[config.mk]
export PLATFORM = sky130hd
export DESIGN_NAME = fpu_norm_pipe
export DESIGN_NICKNAME = d
export VERILOG_FILES = /design/src/rtl/fpu_norm_pipe.sv
export SDC_FILE = /design/constraint.sdc
export NUM_CORES = 1
export LEC_CHECK = 0
export BUFFER_PORTS_ARGS = -buffer_cell sky130_fd_sc_hd__buf_4
export CAP_MARGIN = 5
export CORE_UTILIZATION = 27
export CTS_CLUSTER_SIZE = 10
export DETAILED_ROUTE_END_ITERATION = 8
export MAX_ROUTING_LAYER = met4
export SYNTH_ARGS = -nofsm -noshare
export SYNTH_HDL_FRONTEND = slang
export SYNTH_SLANG_ARGS = --single-unit
[constraint.sdc]
create_clock -name clk -period 8.1 [get_ports clk]
set_input_delay 1.215 -clock clk [delete_from_list [all_inputs] [get_ports clk]]
set_output_delay 1.215 -clock clk [all_outputs]
set_load 0.05 [all_outputs]
[src/rtl/fpu_norm_pipe.sv]
// Two-stage post-normalizer: S1 captures the word with its leading-zero count,
// S2 applies the left shift, exponent adjustment and zero/underflow flags.
module fpu_norm_pipe #(
    parameter int WIDTH  = 32,
    parameter int SWIDTH = 5,
    parameter int EWIDTH = 8
) (
    input  logic              clk,
    input  logic              rst_n,
    input  logic              in_valid,
    output logic              in_ready,
    input  logic [WIDTH-1:0]  in_mant,
    input  logic [EWIDTH-1:0] in_exp,
    output logic              out_valid,
    input  logic              out_ready,
    output logic [WIDTH-1:0]  out_mant,
    output logic [EWIDTH-1:0] out_exp,
    output logic              out_zero,
    output logic              out_uflow
);

    // Comparison width wide enough to hold either the exponent or the shift count.
    localparam int CW = ((EWIDTH > SWIDTH) ? EWIDTH : SWIDTH) + 1;

    logic              s1_valid;
    logic [WIDTH-1:0]  s1_mant;
    logic [EWIDTH-1:0] s1_exp;
    logic [SWIDTH-1:0] s1_lz;
    logic              s1_zero;

    logic              s2_valid;
    logic              s2_load;
    logic              in_fire;

    logic [SWIDTH-1:0] lz_next;
    logic [SWIDTH-1:0] sh;
    logic [CW-1:0]     lz_w;
    logic [CW-1:0]     exp_w;
    logic [WIDTH-1:0]  mant_next;
    logic [EWIDTH-1:0] exp_next;
    logic              zero_next;
    logic              uflow_next;

    // The highest set bit wins because later iterations overwrite earlier ones.
    function automatic logic [SWIDTH-1:0] count_lz(input logic [WIDTH-1:0] m);
        logic [SWIDTH-1:0] n;
        n = '0;
        for (int i = 0; i < WIDTH; i++) begin
            if (m[i]) begin
                n = SWIDTH'(WIDTH - 1 - i);
            end
        end
        return n;
    endfunction

    assign s2_load   = s1_valid & (~s2_valid | out_ready);
    assign in_ready  = ~s1_valid | s2_load;
    assign in_fire   = in_valid & in_ready;
    assign out_valid = s2_valid;
    assign lz_next   = count_lz(in_mant);

    always_ff @(posedge clk or negedge rst_n) begin
        if (!rst_n) begin
            s1_valid <= 1'b0;
            s1_mant  <= '0;
            s1_exp   <= '0;
            s1_lz    <= '0;
            s1_zero  <= 1'b0;
        end else begin
            if (in_fire) begin
                s1_valid <= 1'b1;
                s1_mant  <= in_mant;
                s1_exp   <= in_exp;
                s1_lz    <= lz_next;
                s1_zero  <= (in_mant == '0);
            end else if (s2_load) begin
                s1_valid <= 1'b0;
            end
        end
    end

    // Underflow clamps the shift so the exponent lands exactly on zero (denormal).
    always_comb begin
        lz_w       = CW'(s1_lz);
        exp_w      = CW'(s1_exp);
        sh         = '0;
        exp_next   = '0;
        zero_next  = 1'b0;
        uflow_next = 1'b0;
        if (s1_zero) begin
            zero_next = 1'b1;
        end else if (lz_w < exp_w) begin
            sh       = s1_lz;
            exp_next = EWIDTH'(exp_w - lz_w);
        end else begin
            uflow_next = 1'b1;
            if (s1_exp != '0) begin
                sh = SWIDTH'(exp_w - CW'(1));
            end
        end
        mant_next = s1_zero ? '0 : (s1_mant << sh);
    end

    always_ff @(posedge clk or negedge rst_n) begin
        if (!rst_n) begin
            s2_valid  <= 1'b0;
            out_mant  <= '0;
            out_exp   <= '0;
            out_zero  <= 1'b0;
            out_uflow <= 1'b0;
        end else begin
            if (s2_load) begin
                s2_valid  <= 1'b1;
                out_mant  <= mant_next;
                out_exp   <= exp_next;
                out_zero  <= zero_next;
                out_uflow <= uflow_next;
            end else if (out_ready) begin
                s2_valid <= 1'b0;
            end
        end
    end

endmodule

==> results.json, run 1 <==
{
  "status": "finished clean",
  "layout_setup_ws_ps": 3381,
  "grt_max_degree": 56,
  "synth-compound-area-share": 0.2875,
  "dpl.cell_count": 1113,
  "synth_most_common_cell": "nand2_1",
  "dp_hpwl_mm": 17.80,
  "rsz0062_at_grt": "no",
  "grt_pass1_vias": 6125,
  "core_area_mm2": 0.02368,
  "wl_per_cell_um": 20.83,
  "worst-path-max-fanout": 22,
  "clk_latency_ps": 350,
  "post_cts_buffers": 0,
  "place.gp.congestion": 0.9528,
  "die_area_mm2": 0.02498,
  "fin_nets": 857,
  "drc": 0,
  "via_per_inst": 5.694,
  "cap_violations": 0,
  "syn_to_final_growth_pct": 19.22,
  "initial_core_util": 0.2777,
  "ir_drop_uv": 198.9,
  "hold_viol_final": 0,
  "yosysSeqAreaShare": 0.3425,
  "grt_pass1_wl_mm": 36.43,
  "critPathKind": "reg -> reg",
  "netlist.top_cell.by_area": "dfrtp_1",
  "synth_top_family_by_area": "compound AO/OA/AOI/OAI gates",
  "utilization": 0.3310,
  "vias": 6428,
  "htree_levels": 3,
  "rows": 56,
  "yosysUniqueCellTypes": 80,
  "nFillCells": 2535,
  "grt_overflow_total": 0,
  "async_flop_share": 1.000,
  "final_cell_area_mm2": 0.007840,
  "post-route-period-util": 0.5826,
  "synth_top_flop_cell": "dfrtp_1",
  "antenna_left": 0,
  "synth_top_area_share": 0.3425,
  "cts_buffer_depth": 2,
  "arrival_ps": 4960,
  "syn_inst": 737,
  "yosys-top-cells-area": "dfrtp_1, mux2_2, nand2_1",
  "synth-seq-cells": 90,
  "syn-mean-instance-area_um2": 8.923,
  "clk_pin_slew_ps": 70,
  "multi_input_area_mm2": 0.004041,
  "slew-limit-headroom": 0.2877,
  "cts_buffers": 9,
  "crit_required_ps": 8340,
  "slew_viol_final": 0,
  "die_x_um": 158.1,
  "power.total_mw": 2.195,
  "cts_resized": 0,
  "hold_ws_ps": 469.7,
  "synth_edf_count": 0,
  "drive_gt1_frac": 0.2222,
  "holdCritPathClass": "reg -> reg",
  "netlist_area_mm2": 0.006576,
  "synth_xor_area_frac": 0.007991,
  "fmax_ghz": 0.2119,
  "dr.first_iter.drc_count": 627,
  "cts_tree": "yes",
  "setup_viol": 0,
  "tns_ps": 0,
  "worstSetupEndpointType": "flip-flop",
  "power_density_mw_per_mm2": 280.0,
  "cts.sinks": 90,
  "ioPinCount": 88,
  "postPlaceCellArea_mm2": 0.007537,
  "synthSimpleGateAreaFrac": 0.1737,
  "yosys_warnings": 0,
  "synthMuxAreaShare": 0.1282,
  "synth_commonest_cells": "nand2_1, dfrtp_1, mux2_2, a21oi_1, o21ai_0",
  "portBuffers": 87,
  "power.leakage_nw": 3.292,
  "die_y_um": 158.1,
  "final.setup_skew_ps": 8.430,
  "gr-usage-all-layers": 0.1991,
  "synthesis.nets": 789,
  "regArea_mm2": 0.002252,
  "stdcell_count": 1129,
  "clockRootBuffer": "clkbuf_16",
  "fin_crit_ps": 4719,
  "dr.pass1.iters": 6,
  "worst_pin_slew_ps": 1062,
  "routed_wl_mm": 23.52,
  "ctsHoldBuffers": 0,
  "preCtsSetupSlack_ps": 3427,
  "synth_adder_area_share": 0.01636,
  "antenna_found_initial": 0,
  "worstSetupStartpointType": "flip-flop",
  "antennaDiodeCount": 0
}
sequential cells by signal, indices dropped and copies added, names as in the netlist:
signal / cells
out_valid: 1
out_zero: 1
s1_zero: 1
s1_mant: 32
out_uflow: 1
s1_valid: 1
s1_lz: 5
out_exp: 8
out_mant: 32
s1_exp: 8
kinds of logic after synthesis:
group                      after synthesis
DFF                                     90
and+or+nand+nor                        239
AOI/OAI and AO/OA                      255
xor gates and xnor gates                 6
buffers and inverters                   65
muxes                                   74
adders and majority gates                8
layer usage:
| layer | vias up | global-route usage | share of wire |
|---|---|---|---|
| met5 | - | - | 0 |
| met4 | 0 | 0.06410 | 0.022 |
| met3 | 45 | 0.03832 | 0.069 |
| met2 | 252 | 0.2861 | 0.44 |
| met1 | 3150 | 0.2783 | 0.47 |
| li1 | 2981 | - | - |
power breakdown:
part	leakage (nW)	internal [mW]	switching [mW]
Combinational	2.05	0.375	0.712
Clock	0.141	0.243	0.189
Sequential	1.10	0.558	0.118
Total	3.29	1.18	1.02
worst max-delay path, cell delays in order, from the launching register on:
cell and delay, ps:
dfrtp_1 410, inv_1 170, ha_1 180, inv_1 60
fa_1 420, a211o_1 350, a211o_4 440, a211o_4 430
nand2_1 260, buf_4 340, mux2_2 380, a222oi_1 610
mux2i_1 190, a221o_1 350
cell usage in the layout, fill, tap and decap left out, types with 11 or more instances in the layout:
| cell | netlist | final |
|---|---|---|
| a211oi_1 | 21 | 21 |
| dfrtp_1 | 90 | 90 |
| mux2_2 | 42 | 42 |
| inv_1 | 18 | 18 |
| o211ai_1 | 20 | 20 |
| nand3_1 | 23 | 23 |
| nor3_1 | 25 | 25 |
| mux2i_1 | 28 | 28 |
| a21oi_1 | 40 | 40 |
| o21ai_0 | 40 | 40 |
| a211o_1 | 11 | 11 |
| nor2_1 | 36 | 36 |
| and3_1 | 12 | 12 |
| nand2_1 | 93 | 91 |
| buf_4 | 2 | 103 |
area by class of cell:
class | count | share of cell area
Clock inverter | 6 | 0.009416
Sequential cell | 90 | 0.2873
Inverter | 19 | 0.009097
Tap cell | 319 | 0.05091
Timing Repair Buffer | 103 | 0.09863
Clock buffer | 10 | 0.02921
Multi-Input combinational cell | 582 | 0.5155
path summary, 6_finish.rpt:
kind                                               from                       end  slack [ps]  cells past startpoint
worst max-delay path              s1_exp[0]$_DFFE_PN0P_  out_mant[30]$_DFFE_PN0P_        3380                     13
worst min-delay path            out_mant[8]$_DFFE_PN0P_   out_mant[8]$_DFFE_PN0P_         470                      2
worst max register to register    s1_exp[0]$_DFFE_PN0P_  out_mant[30]$_DFFE_PN0P_        3380                     13
worst min register to register  out_mant[8]$_DFFE_PN0P_   out_mant[8]$_DFFE_PN0P_         470                      2
max in group asynchronous                         rst_n  out_mant[23]$_DFFE_PN0P_        6160                      2
min in group asynchronous                         rst_n   s1_mant[12]$_DFFE_PN0P_         820                      1
Note: power is estimated with default switching activity, not from simulation.
==> run 2: changes to the inputs <==
Clock period 8.1 ns to 4.5 ns, I/O delays scaled along.
==> results.json, run 2 (synthesis results as in run 1) <==
{
  "status": "finished clean",
  "initial_core_util": 0.2777,
  "postPlaceCellArea_mm2": 0.007775,
  "core_area_mm2": 0.02368,
  "cap_violations": 0,
  "die_area_mm2": 0.02498,
  "portBuffers": 87,
  "rsz0062_at_grt": "no",
  "ctsHoldBuffers": 0,
  "arrival_ps": 4530,
  "crit_required_ps": 4730,
  "rows": 56,
  "path_depth": 13,
  "ff2ff_path_depth": 13,
  "clk_latency_ps": 360,
  "place.gp.congestion": 0.9837,
  "grt_pass1_vias": 6239,
  "vias": 6656,
  "worst-path-max-fanout": 17,
  "critPathSlowestCell": "a222oi_1",
  "tns_ps": 0,
  "crit_path_cell_trace": "inv_1 -> ha_1 -> inv_1 -> fa_1 -> a211o_1 -> a211o_4 -> a211o_4 -> nand2_1 -> mux2_2 -> a222oi_1 -> buf_4 -> mux2i_1 -> a221o_1",
  "power.leakage_nw": 3.457,
  "post-route-period-util": 0.9553,
  "critPathKind": "reg -> reg",
  "slew-limit-headroom": 0.4400,
  "holdCritPathClass": "in -> async",
  "worst_pin_slew_ps": 833.5,
  "cp_num_buf_inv": 3,
  "dpl.cell_count": 1143,
  "ir_drop_uv": 300.2,
  "die_y_um": 158.1,
  "dp_hpwl_mm": 18.99,
  "grt_pass1_wl_mm": 37.74,
  "mostFrequentLayoutCell": "buf_4",
  "clockRootBuffer": "clkbuf_16",
  "hold_viol_final": 0,
  "syn_to_final_growth_pct": 23.25,
  "reg2reg_setup_slack_ps": 200,
  "seqPwrFrac": 0.297,
  "ioPinCount": 88,
  "p_switching_mw": 1.880,
  "nFillCells": 2514,
  "routed_wl_mm": 24.65,
  "die_x_um": 158.1,
  "antennaDiodeCount": 0,
  "final_cell_mix": "buf_4, nand2_1, dfrtp_1, mux2_2",
  "reg_top3": "out_mant x32, s1_mant x32",
  "clkPwrFrac": 0.203,
  "cts_buffer_depth": 2,
  "grt_max_degree": 49,
  "swShare": 0.4569,
  "stdcell_count": 1159,
  "cpLargestDelayFamily": "compound AO/OA/AOI/OAI gates",
  "setup_viol": 0,
  "fin_nets": 887,
  "layout_setup_ws_ps": 201.0,
  "drive_gt1_frac": 0.2524,
  "cts.sinks": 90,
  "slowest_delay_ps": 480,
  "reg2reg_to": "out_mant[30]$_DFFE_PN0P_",
  "antenna_left": 0,
  "pwr-share-comb": 0.501,
  "final_cell_area_mm2": 0.008105,
  "cts_buffers": 9,
  "preCtsSetupSlack_ps": 288.6,
  "grt_overflow_total": 0,
  "gr-usage-all-layers": 0.2069,
  "drc": 0,
  "dr.first_iter.drc_count": 642,
  "dr.pass1.iters": 7,
  "worstSetupEndpointType": "flip-flop",
  "fmax_ghz": 0.2326,
  "fin_crit_ps": 4299,
  "via_per_inst": 5.743,
  "htree_levels": 3,
  "wl_per_cell_um": 21.27,
  "reg2reg_from": "s1_exp[0]$_DFFE_PN0P_",
  "utilization": 0.3422,
  "clk_pin_slew_ps": 70,
  "antenna_found_initial": 0,
  "cts_tree": "yes",
  "worstSetupStartpointType": "flip-flop",
  "startpoint": "s1_exp[0]$_DFFE_PN0P_",
  "power_density_mw_per_mm2": 507.8,
  "final.setup_skew_ps": 11.72,
  "p_int_mw": 2.235,
  "slew_viol_final": 0,
  "endpoint": "out_mant[30]$_DFFE_PN0P_"
}
==> run 2: cell type report <==
cell class,instances,area [µm²],area share
Sequential cell,90,2252,0.2779
Inverter,19,71.32,0.008799
Tap cell,319,399.1,0.04924
Multi-Input combinational cell,582,4048,0.4994
Clock buffer,9,225.2,0.02779
Clock inverter,7,98.84,0.01220
Timing Repair Buffer,133,1011,0.1247
==> run 2: what timing repair did <==
action | CTS | global route
gates resized for setup | 0 | 1
setup endpoints to repair | 0 | 1
setup buffers | 0 | 0
==> run 2: worst reg2reg max path, stage by stage (launching register included) <==
cell	delay, ps
dfrtp_1	410
inv_1	170
ha_1	180
inv_1	60
fa_1	430
a211o_1	370
a211o_4	450
a211o_4	450
nand2_1	170
mux2_2	380
a222oi_1	480
buf_4	230
mux2i_1	90
a221o_1	330
==> run 2: power groups by stage <==
| stage | registers (mW) | clock network [mW] | logic (mW) |
|---|---|---|---|
| floorplan | 1.65 | 0 | 0.863 |
| global placement | 1.23 | 0 | 2.02 |
| detailed placement | 1.23 | 0 | 2.03 |
| CTS | 1.22 | 0.844 | 2.04 |
| global route | 1.25 | 0.872 | 2.20 |
| finish | 1.22 | 0.834 | 2.06 |
==> run 2: how the worst min path moves through the flow <==
stage	start	endpoint	cells past startpoint	slack, ps
3_5_place_dp	out_mant[8]$_DFFE_PN0P_	out_mant[8]$_DFFE_PN0P_	2	460
3_3_place_gp	out_mant[8]$_DFFE_PN0P_	out_mant[8]$_DFFE_PN0P_	2	450
5_1_grt	rst_n	s1_mant[11]$_DFFE_PN0P_	1	370
4_1_cts	rst_n	s1_mant[10]$_DFFE_PN0P_	1	340
2_1_floorplan	rst_n	out_exp[0]$_DFFE_PN0P_	0	380
6_report	rst_n	s1_mant[10]$_DFFE_PN0P_	1	320
==> run 2: per-layer routing <==
metal,part of all wire,vias up,track usage
li1,-,3042,-
met4,0.019,0,0.05540
met5,0,-,-
met2,0.43,323,0.2989
met1,0.48,3257,0.2972
met3,0.077,34,0.03148
==> run 2: through the flow <==
step	hold slack (ps)	total power [mW]
6_report	324.4	4.116
5_1_grt	365.9	4.313
4_1_cts	342.6	4.098
3_5_place_dp	458.9	3.264
3_3_place_gp	454.3	3.254
2_1_floorplan	379.4	2.511
